## config.mk

```make
export PLATFORM = sky130hd
export DESIGN_NAME = uart_ascii_digit_buffer
export DESIGN_NICKNAME = d
export VERILOG_FILES = /design/src/rtl/uart_ascii_digit_buffer_pkg.sv /design/src/rtl/uart_ascii_digit_buffer_classifier.sv /design/src/rtl/uart_ascii_digit_buffer.sv
export SDC_FILE = /design/constraint.sdc
export NUM_CORES = 1
export LEC_CHECK = 0
export BUFFER_PORTS_ARGS = -buffer_cell sky130_fd_sc_hd__buf_2
export CAP_MARGIN = 40
export CORE_ASPECT_RATIO = 1.75
export CORE_UTILIZATION = 55
export DETAILED_ROUTE_END_ITERATION = 7
export PLACE_DENSITY = 0.82
export SLEW_MARGIN = 20
export SYNTH_ARGS = -nofsm -noshare
export SYNTH_HDL_FRONTEND = slang
export SYNTH_SLANG_ARGS = --single-unit
```

## constraint.sdc

```tcl
create_clock -name clk -period 6.2 [get_ports clk]
set_input_delay 0.62 -clock clk [delete_from_list [all_inputs] [get_ports clk]]
set_output_delay 0.62 -clock clk [all_outputs]
set_load 0.05 [all_outputs]
```

## src/rtl/uart_ascii_digit_buffer_pkg.sv

```systemverilog
// Shared character codes, character classes and FSM states for the UART
// ASCII digit line-edit buffer.
package uart_ascii_pkg;

    localparam logic [7:0] ASCII_ZERO = 8'h30;
    localparam logic [7:0] ASCII_BS   = 8'h08;
    localparam logic [7:0] ASCII_DEL  = 8'h7F;
    localparam logic [7:0] ASCII_ESC  = 8'h1B;
    localparam logic [7:0] ASCII_CR   = 8'h0D;

    typedef enum logic [2:0] {
        CC_HEX,
        CC_BS,
        CC_ESC,
        CC_CR,
        CC_OTHER
    } char_class_e;

    typedef enum logic {
        S_EDIT,
        S_COMMIT
    } state_e;

endpackage

```

## src/rtl/uart_ascii_digit_buffer_classifier.sv

```systemverilog
// Combinational classifier: sorts a received byte into an editing action and
// folds lowercase hex letters onto their uppercase form.
module ascii_char_classifier
    import uart_ascii_pkg::*;
(
    input  logic [7:0]  rx_data,
    output char_class_e char_class,
    output logic [7:0]  norm_data
);

    always_comb begin
        char_class = CC_OTHER;
        norm_data  = rx_data;
        if ((rx_data >= 8'h30 && rx_data <= 8'h39) ||
            (rx_data >= 8'h41 && rx_data <= 8'h46)) begin
            char_class = CC_HEX;
        end else if (rx_data >= 8'h61 && rx_data <= 8'h66) begin
            char_class = CC_HEX;
            norm_data  = rx_data - 8'h20;
        end else if (rx_data == ASCII_BS || rx_data == ASCII_DEL) begin
            char_class = CC_BS;
        end else if (rx_data == ASCII_ESC) begin
            char_class = CC_ESC;
        end else if (rx_data == ASCII_CR) begin
            char_class = CC_CR;
        end
    end

endmodule

```

## src/rtl/uart_ascii_digit_buffer.sv

```systemverilog
// N-digit ASCII hex line-edit buffer fed by UART RX bytes; carriage return
// publishes the working buffer to the display register.
module uart_ascii_digit_buffer
    import uart_ascii_pkg::*;
#(
    parameter int NUM_DIGITS = 4
) (
    input  logic                              clk,
    input  logic                              rst,
    input  logic [7:0]                        rx_data,
    input  logic                              rx_valid,
    output logic                              rx_ready,
    output logic [8*NUM_DIGITS-1:0]           edit_ascii,
    output logic [8*NUM_DIGITS-1:0]           digits_ascii,
    output logic [$clog2(NUM_DIGITS+1)-1:0]   digit_count,
    output logic                              commit_pulse,
    output logic                              err_pulse
);

    localparam int CW = $clog2(NUM_DIGITS + 1);
    localparam logic [CW-1:0] FULL_CNT = CW'(NUM_DIGITS);
    localparam logic [8*NUM_DIGITS-1:0] ALL_ZERO = {NUM_DIGITS{ASCII_ZERO}};

    state_e                  state_q,  state_d;
    logic [8*NUM_DIGITS-1:0] edit_q,   edit_d;
    logic [8*NUM_DIGITS-1:0] digits_q, digits_d;
    logic [CW-1:0]           count_q,  count_d;
    logic                    err_q,    err_d;

    char_class_e char_class;
    logic [7:0]  norm_data;
    logic        accept;

    ascii_char_classifier u_classifier (
        .rx_data    (rx_data),
        .char_class (char_class),
        .norm_data  (norm_data)
    );

    // Reset gates the handshake and the commit strobe so an aborted commit never shows.
    assign rx_ready     = (state_q == S_EDIT) && !rst;
    assign commit_pulse = (state_q == S_COMMIT) && !rst;
    assign err_pulse    = err_q;
    assign edit_ascii   = edit_q;
    assign digits_ascii = digits_q;
    assign digit_count  = count_q;
    assign accept       = rx_valid && rx_ready;

    always_comb begin
        state_d  = state_q;
        edit_d   = edit_q;
        digits_d = digits_q;
        count_d  = count_q;
        err_d    = 1'b0;
        case (state_q)
            S_EDIT: begin
                if (accept) begin
                    case (char_class)
                        CC_HEX: begin
                            if (count_q != FULL_CNT) begin
                                edit_d  = {edit_q[8*NUM_DIGITS-9:0], norm_data};
                                count_d = count_q + CW'(1);
                            end else begin
                                err_d = 1'b1;
                            end
                        end
                        CC_BS: begin
                            if (count_q != '0) begin
                                edit_d  = {ASCII_ZERO, edit_q[8*NUM_DIGITS-1:8]};
                                count_d = count_q - CW'(1);
                            end else begin
                                err_d = 1'b1;
                            end
                        end
                        CC_ESC: begin
                            edit_d  = ALL_ZERO;
                            count_d = '0;
                        end
                        CC_CR: begin
                            digits_d = edit_q;
                            state_d  = S_COMMIT;
                        end
                        default: err_d = 1'b1;
                    endcase
                end
            end
            S_COMMIT: begin
                // The working buffer is cleared only after the committed copy is visible.
                edit_d  = ALL_ZERO;
                count_d = '0;
                state_d = S_EDIT;
            end
            default: state_d = S_EDIT;
        endcase
    end

    always_ff @(posedge clk) begin
        if (rst) begin
            state_q  <= S_EDIT;
            edit_q   <= ALL_ZERO;
            digits_q <= ALL_ZERO;
            count_q  <= '0;
            err_q    <= 1'b0;
        end else begin
            state_q  <= state_d;
            edit_q   <= edit_d;
            digits_q <= digits_d;
            count_q  <= count_d;
            err_q    <= err_d;
        end
    end

endmodule
```

==> results of run 1 <==
[metrics by stage]
stage               hold slack [ns]  worst slack, ns  cell area, sq um
finish                        0.451             2.44              3810
global route                  0.469             2.25              3810
CTS                           0.453             2.50              3800
detailed placement            0.444             2.14              3600
global placement              0.439             2.28              3580
floorplan                     0.532             2.68              3220
[power groups by stage]
stage	sequential [mW]	clock [mW]	combinational (mW)
2_1_floorplan	0.469	0	0.0387
3_3_place_gp	0.459	0	0.0605
5_1_grt	0.449	0.385	0.0686
3_5_place_dp	0.459	0	0.0613
4_1_cts	0.449	0.357	0.0614
6_report	0.449	0.355	0.0634
[worst max path at each step]
stage,depth (start not counted),slack [ns],end,start
floorplan,12,2.68,digit_count[2]$_SDFFE_PP0P_,rx_data[7]
global placement,10,2.28,digit_count[2]$_SDFFE_PP0P_,rx_data[7]
detailed placement,10,2.14,digit_count[2]$_SDFFE_PP0P_,rx_data[7]
CTS,10,2.50,digit_count[2]$_SDFFE_PP0P_,rx_data[7]
global route,10,2.25,digit_count[2]$_SDFFE_PP0P_,rx_data[1]
finish,10,2.44,digit_count[2]$_SDFFE_PP0P_,rx_data[7]
[registers in the layout, summed over array words and instances (netlist names)]
| signal | count |
|---|---|
| state_q | 1 |
| digit_count | 3 |
| digits_ascii | 32 |
| edit_ascii | 32 |
| err_pulse | 1 |
[cell families (layout without fill, tap and decap cells)]
family,count (synthesis),in the layout
AO/OA/AOI/OAI,72,72
adder cells (fa/ha/maj),4,4
buffers and inverters,39,108
flip-flops,69,69
multiplexers,26,26
AND/OR/NAND/NOR,176,176
[synth_stat cells (2+ instances only)]
master | n | area share, %
nand2_1 | 101 | 12
dfxtp_1 | 69 | 43
a21oi_1 | 32 | 5.0
mux2i_1 | 25 | 7.8
clkbuf_1 | 19 | 2.2
nor2_1 | 13 | 1.5
a22oi_1 | 10 | 2.3
nand3_1 | 10 | 1.6
inv_1 | 9 | 1.0
nand3b_1 | 8 | 1.9
and3_1 | 7 | 1.4
nor3_1 | 7 | 1.1
o21ai_0 | 5 | 0.78
a31o_2 | 4 | 1.1
buf_2 | 4 | 0.62
nand4_1 | 4 | 0.78
nor2b_1 | 4 | 0.78
nor4_1 | 4 | 0.78
a2111oi_0 | 3 | 0.82
and2_1 | 3 | 0.58
buf_6 | 3 | 1.0
ha_1 | 3 | 1.2
a211oi_1 | 2 | 0.47
a31o_1 | 2 | 0.54
a31oi_1 | 2 | 0.39
buf_1 | 2 | 0.23
buf_4 | 2 | 0.47
o31ai_2 | 2 | 0.78
or2_2 | 2 | 0.39
or3_1 | 2 | 0.39
or4_1 | 2 | 0.47
[worst max-delay path: stages]
cell	delay, ns
buf_2	0.17
or4b_4	0.58
nor2b_1	0.30
or2_2	0.45
inv_1	0.31
fa_1	0.44
or3_1	0.39
a2111oi_0	0.45
a32oi_1	0.17
a21oi_1	0.15
[routing by layer]
layer | routed length [microns] | vias to the layer above | share of wire [%]
met1 | 3190 | 1391 | 40
met2 | 3950 | 134 | 50
met4 | 261 | 0 | 3.3
met3 | 493 | 22 | 6.2
met5 | 0 | - | 0
li1 | - | 1473 | -
[placed cells by master (no fill, tap or decap), drive strengths merged, types with 2 or more instances in the layout]
cell type | Yosys | final
and3 | 7 | 7
nor2 | 14 | 14
nor2b | 4 | 4
mux2i | 25 | 25
clkbuf | 19 | 12
or2 | 2 | 2
nand3 | 10 | 10
nand3b | 8 | 8
o21ai | 5 | 5
and2 | 3 | 3
nor3 | 7 | 7
a31oi | 2 | 2
a22oi | 10 | 10
nand2b | 2 | 2
buf | 11 | 83
or4 | 2 | 2
ha | 3 | 3
nand4 | 4 | 4
inv | 9 | 9
clkinv | 0 | 2
a21oi | 32 | 32
a31o | 6 | 6
o31ai | 2 | 2
dfxtp | 69 | 69
a2111oi | 3 | 3
nor4 | 5 | 5
a211oi | 4 | 4
nand2 | 101 | 101
or3 | 2 | 2
[layout make-up]
class,count,area (sq um)
sequential,69,1380
clock buffer,12,145
clock inverter,4,47.5
inverter,9,33.8
fill,509,1770
tap,76,95.1
multi-input combinational,278,1660
timing repair buffer,83,450
==> flow_summary.html, run 1 <==
<table>
<tr><th>Metric</th><th>Value</th></tr>
<tr><th colspan="2">Worst setup path</th></tr>
<tr><td>Critical Setup Path Class</td><td>in -&gt; reg</td></tr>
<tr><td>Largest driver fanout on the critical path</td><td>23</td></tr>
<tr><td>Cell count of the worst reg-to-reg path</td><td>7</td></tr>
<tr><td>R2R Path Start</td><td>state_q$_SDFF_PN0_</td></tr>
<tr><td>Setup crit start kind</td><td>input pin</td></tr>
<tr><td>Worst endpoint data arrival time</td><td>just over 4 ns</td></tr>
<tr><td>Setup crit end kind</td><td>register</td></tr>
<tr><td>Data required time at the worst endpoint</td><td>approximately 6.5 ns</td></tr>
<tr><td>Flop-to-flop setup slack</td><td>between 3 and 4 ns</td></tr>
<tr><td>Critical R2R Capture</td><td>edit_ascii[6]$_SDFFE_PP0P_</td></tr>
<tr><th colspan="2">Timing</th></tr>
<tr><td>Number of max-slew violations in the final report</td><td>0</td></tr>
<tr><td>Final critical-path share of the clock period</td><td>between 60% and 70%</td></tr>
<tr><td>Relative slew slack</td><td>44.9%</td></tr>
<tr><td>Highest attainable clock frequency</td><td>266 MHz</td></tr>
<tr><td>Setup TNS</td><td>0 ns</td></tr>
<tr><td>Final count of negative-setup-slack endpoints</td><td>0</td></tr>
<tr><td>Final hold vios</td><td>0</td></tr>
<tr><td>Post-layout minimum cycle time</td><td>~3.8 ns</td></tr>
<tr><td>Slew at the pin with the worst max-slew slack</td><td>0.826 ns</td></tr>
<tr><td>RSZ-0062 raised after global routing</td><td>no</td></tr>
<tr><td>Worst clock skew</td><td>~0.0036 ns</td></tr>
<tr><th colspan="2">Detailed routing</th></tr>
<tr><td>Via density</td><td>5.69</td></tr>
<tr><td>Detail-routed net length per standard cell</td><td>~15 microns</td></tr>
<tr><td>Final ANT Viol Nets</td><td>0</td></tr>
<tr><td>Final Routed Wirelength</td><td>approximately 7.9 mm</td></tr>
<tr><td>Count of vias placed by the detailed router</td><td>about 3000</td></tr>
<tr><td>Number of iterations in the first detailed-routing pass</td><td>5</td></tr>
<tr><td>Number of DRC violations after detailed-routing iteration 0</td><td>253</td></tr>
<tr><td>Remaining routing DRC violations</td><td>0</td></tr>
<tr><th colspan="2">Global routing</th></tr>
<tr><td>GR Layer Usage met1</td><td>approximately a third</td></tr>
<tr><td>Global-route congestion overflow total</td><td>0</td></tr>
<tr><td>Wire length of the first global-routing pass</td><td>between 10 and 15 mm</td></tr>
<tr><td>Pin count of the biggest net entering global routing</td><td>35</td></tr>
<tr><td>Top Usage Layer GRT</td><td>met2</td></tr>
<tr><td>Global routing met2 resource utilization</td><td>46.2%</td></tr>
<tr><td>Routing usage on met3</td><td>~5.2%</td></tr>
<tr><td>Number of antenna violations at the first check in global routing</td><td>0</td></tr>
<tr><td>Overall routing resource usage</td><td>27.8%</td></tr>
<tr><td>Number of global-route vias before repair</td><td>around 2700</td></tr>
<tr><th colspan="2">Synthesis</th></tr>
<tr><td>Syn_area_per_cell</td><td>8.35 sq um</td></tr>
<tr><td>Library cells used by synthesis</td><td>52</td></tr>
<tr><td>Combinational family with the most area after synthesis</td><td>simple AND/OR/NAND/NOR gates</td></tr>
<tr><td>Share of flip-flops with an asynchronous set or reset after synthesis</td><td>0%</td></tr>
<tr><td>Area share of and/or/nand/nor cells after synthesis</td><td>26.3%</td></tr>
<tr><td>Nets in the synthesized netlist</td><td>roughly 400</td></tr>
<tr><td>Predominant post-synthesis flop cell</td><td>dfxtp_1</td></tr>
<tr><td>Number of enable flip-flop cells after synthesis</td><td>0</td></tr>
<tr><td>Sequential-to-total area share from yosys stat</td><td>42.9%</td></tr>
<tr><td>Count of mapped cells out of synthesis</td><td>roughly 390</td></tr>
<tr><td>Flop and latch count out of synthesis</td><td>between 60 and 70</td></tr>
<tr><td>Area of the mapped netlist</td><td>between 3000 and 4000 sq um</td></tr>
<tr><td>Synth Area in XOR/XNOR</td><td>0%</td></tr>
<tr><td>Compound-gate portion of the synthesized area</td><td>between 10% and 20%</td></tr>
<tr><td>Synth Area in Adders</td><td>roughly 1.8%</td></tr>
<tr><td>Multiplexer share of the synthesized area</td><td>under 10%</td></tr>
<tr><td>Total number of yosys warnings</td><td>0</td></tr>
<tr><th colspan="2">Power and ir drop</th></tr>
<tr><td>Net Sw Power</td><td>between 0.2 and 0.25 mW</td></tr>
<tr><td>Part of the power in registers</td><td>between 50 and 60%</td></tr>
<tr><td>LEAKAGE</td><td>1.75 nW</td></tr>
<tr><td>Peak supply drop</td><td>between 0.15 and 0.2 mV</td></tr>
<tr><td>Pwr dens</td><td>roughly 230 nW/um^2</td></tr>
<tr><td>Net Sw Frac</td><td>between 20% and 30%</td></tr>
<tr><td>Internal power</td><td>roughly 0.66 mW</td></tr>
<tr><td>Gate power share</td><td>around 7.3%</td></tr>
<tr><td>Clock network power share</td><td>between 40 and 50%</td></tr>
<tr><td>Total Power Consumption</td><td>between 0.8 and 0.9 mW</td></tr>
<tr><th colspan="2">CTS</th></tr>
<tr><td>Master cell of the clock root buffer</td><td>clkbuf_8</td></tr>
<tr><td>CTS sink count</td><td>69</td></tr>
<tr><td>Clock buffers created by TritonCTS</td><td>9</td></tr>
<tr><td>Max Buffers Root-to-Sink</td><td>2</td></tr>
<tr><td>Post CTS Setup Buffer Count</td><td>0</td></tr>
<tr><td>Clock input transition at the sequential cells of the worst setup and hold paths</td><td>around 0.07 ns</td></tr>
<tr><td>Number of hold buffers added after CTS</td><td>0</td></tr>
<tr><td>Later-pin clock latency in the skew report</td><td>0.34 ns</td></tr>
<tr><td>H-Tree Level Count</td><td>3</td></tr>
<tr><td>CTS-repair resized insts</td><td>0</td></tr>
<tr><td>Clock tree from TritonCTS</td><td>yes</td></tr>
<tr><th colspan="2">Layout</th></tr>
<tr><td>Total inserted antenna cells</td><td>0</td></tr>
<tr><td>Layout Utilization</td><td>about 68%</td></tr>
<tr><td>Final Instance Count excl. Fillers</td><td>between 500 and 600</td></tr>
<tr><td>Layout cell share with drive strength beyond 1</td><td>around 25%</td></tr>
<tr><td>Net total in the final layout</td><td>465</td></tr>
<tr><td>Layout overhead on the synthesized area</td><td>18.3%</td></tr>
<tr><th colspan="2">Run status</th></tr>
<tr><td>Run status</td><td>completed</td></tr>
<tr><th colspan="2">Floorplan</th></tr>
<tr><td>Effective utilization at floorplan</td><td>57.7%</td></tr>
<tr><td>Area of the die</td><td>6180 sq um</td></tr>
<tr><td>Die Wd</td><td>about 60 microns</td></tr>
<tr><td>Placeable Area</td><td>roughly 5600 sq um</td></tr>
<tr><td>Row Count</td><td>36</td></tr>
<tr><td>Y dimension of the die</td><td>about 100 microns</td></tr>
<tr><td>Boundary Pins</td><td>81</td></tr>
<tr><th colspan="2">Flow run</th></tr>
<tr><td>Max-cap violations</td><td>0</td></tr>
<tr><th colspan="2">Hold path</th></tr>
<tr><td>Start point of the worst hold path</td><td>digits_ascii[14]$_SDFFE_PP0P_</td></tr>
<tr><td>Class of the tightest hold or removal check</td><td>reg -&gt; reg</td></tr>
<tr><td>Hold Path Stages</td><td>2</td></tr>
<tr><td>End of the worst hold path</td><td>digits_ascii[14]$_SDFFE_PP0P_</td></tr>
<tr><th colspan="2">Placement</th></tr>
<tr><td>Post-DP HPWL</td><td>about 5.6 mm</td></tr>
<tr><td>IO Port Bufs</td><td>80</td></tr>
<tr><td>Placed insts</td><td>between 500 and 600</td></tr>
<tr><td>Placer Congestion</td><td>~0.93</td></tr>
</table>
No activity file was read; power rests on OpenSTA's default activity.
==> run 2: changes to the inputs <==
Settings changed: ABC_AREA set to 1, CORE_UTILIZATION 55 to 49, PLACE_DENSITY 0.82 to 0.77.
Clock period 6.2 ns to 3.1 ns, I/O delays scaled along.
==> flow_summary.html, run 2 <==
<table>
<tr><th>Metric</th><th>Value</th></tr>
<tr><th colspan="2">Timing</th></tr>
<tr><td>Highest attainable clock frequency</td><td>509 MHz</td></tr>
<tr><td>Number of max-slew violations in the final report</td><td>0</td></tr>
<tr><td>RSZ-0062 raised after global routing</td><td>no</td></tr>
<tr><td>Slew at the pin with the worst max-slew slack</td><td>~0.55 ns</td></tr>
<tr><td>Worst clock skew</td><td>roughly 0.006 ns</td></tr>
<tr><td>Post-layout minimum cycle time</td><td>about 2.0 ns</td></tr>
<tr><td>Relative slew slack</td><td>63.2%</td></tr>
<tr><td>Setup TNS</td><td>0 ns</td></tr>
<tr><td>Final count of negative-setup-slack endpoints</td><td>0</td></tr>
<tr><td>Worst setup slack after layout</td><td>about 1.1 ns</td></tr>
<tr><td>Final critical-path share of the clock period</td><td>between 60% and 70%</td></tr>
<tr><td>Final hold vios</td><td>0</td></tr>
<tr><th colspan="2">Power and ir drop</th></tr>
<tr><td>Net Sw Frac</td><td>26.3%</td></tr>
<tr><td>Part of the power in registers</td><td>between 40% and 50%</td></tr>
<tr><td>Gate power share</td><td>11.9%</td></tr>
<tr><td>Pwr dens</td><td>532 nW/um^2</td></tr>
<tr><td>Net Sw Power</td><td>0.576 mW</td></tr>
<tr><td>Clock network power share</td><td>45.8%</td></tr>
<tr><td>Peak supply drop</td><td>around 0.35 mV</td></tr>
<tr><td>LEAKAGE</td><td>2.03 nW</td></tr>
<tr><td>Internal power</td><td>around 1.6 mW</td></tr>
<tr><th colspan="2">Synthesis</th></tr>
<tr><td>Most area-consuming cells after synthesis</td><td>dfxtp_1 (40%), nand2_1 (8.1%), a21oi_1 (5.5%), nand3_1 (5.5%), inv_1 (5.0%)</td></tr>
<tr><td>List of most frequent post-synthesis cells</td><td>nand2_1 (75), dfxtp_1 (69), inv_1 (46)</td></tr>
<tr><td>Share of flip-flops with an asynchronous set or reset after synthesis</td><td>0%</td></tr>
<tr><td>Count of mapped cells out of synthesis</td><td>roughly 460</td></tr>
<tr><td>Largest area contributor in the synthesized netlist</td><td>dfxtp_1</td></tr>
<tr><td>Flop and latch count out of synthesis</td><td>between 60 and 70</td></tr>
<tr><td>Predominant post-synthesis flop cell</td><td>dfxtp_1</td></tr>
<tr><td>Sequential-to-total area share from yosys stat</td><td>39.9%</td></tr>
<tr><td>Library cells used by synthesis</td><td>40</td></tr>
<tr><td>Number of enable flip-flop cells after synthesis</td><td>0</td></tr>
<tr><td>Library cell with the highest instance count after synthesis</td><td>nand2_1</td></tr>
<tr><td>Total number of yosys warnings</td><td>0</td></tr>
<tr><td>Nets in the synthesized netlist</td><td>474</td></tr>
<tr><td>Area of the mapped netlist</td><td>approximately 3500 sq um</td></tr>
<tr><td>Yosys top cell area share</td><td>between 30% and 40%</td></tr>
<tr><td>Syn_area_per_cell</td><td>roughly 7.5 sq um</td></tr>
<tr><th colspan="2">Worst setup path</th></tr>
<tr><td>Setup crit start kind</td><td>register</td></tr>
<tr><td>Largest stage delay on the critical path</td><td>0.44 ns</td></tr>
<tr><td>Worst endpoint data arrival time</td><td>2.19 ns</td></tr>
<tr><td>Setup crit end kind</td><td>register</td></tr>
<tr><td>Most used cell, CP</td><td>nand2_1</td></tr>
<tr><td>Worst-path cell with the longest stage delay</td><td>nor2_4</td></tr>
<tr><td>CP cell instances</td><td>nor2_2 -&gt; nand2_1 -&gt; inv_2 -&gt; nand2_4 -&gt; nor2_4 -&gt; o21ai_0 -&gt; nand2_1 -&gt; nor2_1</td></tr>
<tr><td>Data required time at the worst endpoint</td><td>between 3 and 4 ns</td></tr>
<tr><td>Critical Setup Path Class</td><td>reg -&gt; reg</td></tr>
<tr><td>Largest driver fanout on the critical path</td><td>25</td></tr>
<tr><th colspan="2">Floorplan</th></tr>
<tr><td>Area of the die</td><td>roughly 7400 sq um</td></tr>
<tr><td>Die Wd</td><td>about 66 microns</td></tr>
<tr><td>Row Count</td><td>40</td></tr>
<tr><td>Effective utilization at floorplan</td><td>roughly half</td></tr>
<tr><td>Boundary Pins</td><td>between 80 and 90</td></tr>
<tr><td>Y dimension of the die</td><td>approximately 110 microns</td></tr>
<tr><td>Placeable Area</td><td>just under 7000 sq um</td></tr>
<tr><th colspan="2">CTS</th></tr>
<tr><td>CTS sink count</td><td>69</td></tr>
<tr><td>Number of hold buffers added after CTS</td><td>0</td></tr>
<tr><td>Max Buffers Root-to-Sink</td><td>2</td></tr>
<tr><td>CTS-repair resized insts</td><td>0</td></tr>
<tr><td>Clock input transition at the sequential cells of the worst setup and hold paths</td><td>around 0.060 ns</td></tr>
<tr><td>Clock buffers created by TritonCTS</td><td>9</td></tr>
<tr><td>Clock tree from TritonCTS</td><td>yes</td></tr>
<tr><td>Post CTS Setup Buffer Count</td><td>0</td></tr>
<tr><td>H-Tree Level Count</td><td>3</td></tr>
<tr><td>Master cell of the clock root buffer</td><td>clkbuf_16</td></tr>
<tr><td>Later-pin clock latency in the skew report</td><td>~0.33 ns</td></tr>
<tr><th colspan="2">Detailed routing</th></tr>
<tr><td>Final ANT Viol Nets</td><td>0</td></tr>
<tr><td>Count of vias placed by the detailed router</td><td>3331</td></tr>
<tr><td>Remaining routing DRC violations</td><td>0</td></tr>
<tr><td>Via density</td><td>between 5 and 6</td></tr>
<tr><td>Number of DRC violations after detailed-routing iteration 0</td><td>235</td></tr>
<tr><td>Detail-routed net length per standard cell</td><td>14.8 microns</td></tr>
<tr><td>Final Routed Wirelength</td><td>9.19 mm</td></tr>
<tr><td>Number of iterations in the first detailed-routing pass</td><td>4</td></tr>
<tr><th colspan="2">Layout</th></tr>
<tr><td>Most common cell after layout, fill and taps aside</td><td>buf_2</td></tr>
<tr><td>Layout cell share with drive strength beyond 1</td><td>between 20% and 30%</td></tr>
<tr><td>Net total in the final layout</td><td>~550</td></tr>
<tr><td>Finished layout cell area</td><td>roughly 4100 sq um</td></tr>
<tr><td>Commonest cells after routing, fill and taps aside</td><td>buf_2 (80), nand2_1 (75), dfxtp_1 (69)</td></tr>
<tr><td>Combined area of the multi-input logic cells</td><td>about 1700 sq um</td></tr>
<tr><td>Layout overhead on the synthesized area</td><td>18.9%</td></tr>
<tr><td>Total area of sequential cells</td><td>1380 sq um</td></tr>
<tr><td>Fillcell total</td><td>618</td></tr>
<tr><td>Total inserted antenna cells</td><td>0</td></tr>
<tr><td>Layout Utilization</td><td>roughly 60%</td></tr>
<tr><th colspan="2">Global routing</th></tr>
<tr><td>Number of global-route vias before repair</td><td>about 3200</td></tr>
<tr><td>Number of antenna violations at the first check in global routing</td><td>0</td></tr>
<tr><td>Overall routing resource usage</td><td>26.6%</td></tr>
<tr><td>Pin count of the biggest net entering global routing</td><td>44</td></tr>
<tr><td>Wire length of the first global-routing pass</td><td>between 15 and 20 mm</td></tr>
<tr><td>Global-route congestion overflow total</td><td>0</td></tr>
<tr><th colspan="2">Run status</th></tr>
<tr><td>Run status</td><td>completed</td></tr>
<tr><th colspan="2">Placement</th></tr>
<tr><td>Cell area after placement</td><td>3820 sq um</td></tr>
<tr><td>Post-DP HPWL</td><td>between 6 and 7 mm</td></tr>
<tr><td>DP Worst Slack</td><td>about 0.81 ns</td></tr>
<tr><td>Placer Congestion</td><td>between 0.8 and 0.9</td></tr>
<tr><td>IO Port Bufs</td><td>80</td></tr>
<tr><th colspan="2">Hold path</th></tr>
<tr><td>Class of the tightest hold or removal check</td><td>in -&gt; reg</td></tr>
<tr><th colspan="2">Flow run</th></tr>
<tr><td>Max-cap violations</td><td>0</td></tr>
</table>
run 2: cell count changes after synthesis, moves of 20 or more:
cell and change:
nand2_1 -26, nand3_1 +28, o21ai_1 +26, inv_1 +37
o21ai_0 +20, mux2i_1 -25, nor2_1 +25
run 2: final cells by class:
| type | count | area share, % |
|---|---|---|
| tap | 84 | 2.55 |
| sequential | 69 | 33.5 |
| clock buffer | 12 | 5.99 |
| clock inverter | 4 | 1.15 |
| timing repair buffer | 85 | 10.6 |
| multi-input combinational | 308 | 40.8 |
| inverter | 58 | 5.29 |
run 2: power groups by stage:
stage | sequential (mW) | combinational (mW) | clock [mW]
floorplan | 1.01 | 0.129 | 0
global placement | 0.945 | 0.255 | 0
detailed placement | 0.945 | 0.258 | 0
CTS | 0.926 | 0.259 | 1.01
global route | 0.929 | 0.284 | 1.06
finish | 0.927 | 0.260 | 1.00
run 2: routing by layer:
metal / track usage, % / up-vias / routed length, microns / part of all wire, %
met3: 5.75 / 23 / 547 / 6.0
met2: 44.9 / 132 / 4610 / 50
li1: - / 1663 / - / -
met5: 0 / - / 0 / 0
met4: 15.4 / 0 / 344 / 3.7
met1: 30.0 / 1513 / 3690 / 40
run 2: worst max-delay path: cells and delay by family (launching register included):
kind | cells | cell delay (ns)
flip-flops | 1 | 0.33
AO/OA/AOI/OAI | 1 | 0.18
buffers and inverters | 1 | 0.18
AND/OR/NAND/NOR | 6 | 1.16
run 2: logic make-up (layout without fill, tap and decap cells):
logic type,count (synthesis),after routing,synth area share [%]
AO/OA/AOI/OAI,116,116,19.3
buffers and inverters,82,159,11.5
flip-flops,69,69,39.9
adder cells (fa/ha/maj),4,4,1.66
AND/OR/NAND/NOR,187,187,27.0
XOR/XNOR,1,1,0.650
run 2: path summary, 6_finish.rpt:
check                                                   start                       endpoint  slack [ns]  cells past startpoint
worst max-delay path                       state_q$_SDFF_PN0_    edit_ascii[26]$_SDFFE_PP0P_        1.13                      8
worst min-delay path                                      rst    edit_ascii[22]$_SDFFE_PP0P_        0.36                      4
worst max register to register             state_q$_SDFF_PN0_    edit_ascii[26]$_SDFFE_PP0P_        1.13                      8
worst min register to register  digits_ascii[24]$_SDFFE_PP0P_  digits_ascii[24]$_SDFFE_PP0P_        0.45                      2
run 2: metrics by stage:
step           hold WS, ns  power, mW  cells
2_1_floorplan        0.526       1.14    459
3_3_place_gp         0.449       1.20    604
3_5_place_dp         0.452       1.20    604
4_1_cts              0.355       2.20    620
5_1_grt              0.381       2.27    620
6_report             0.356       2.19    620
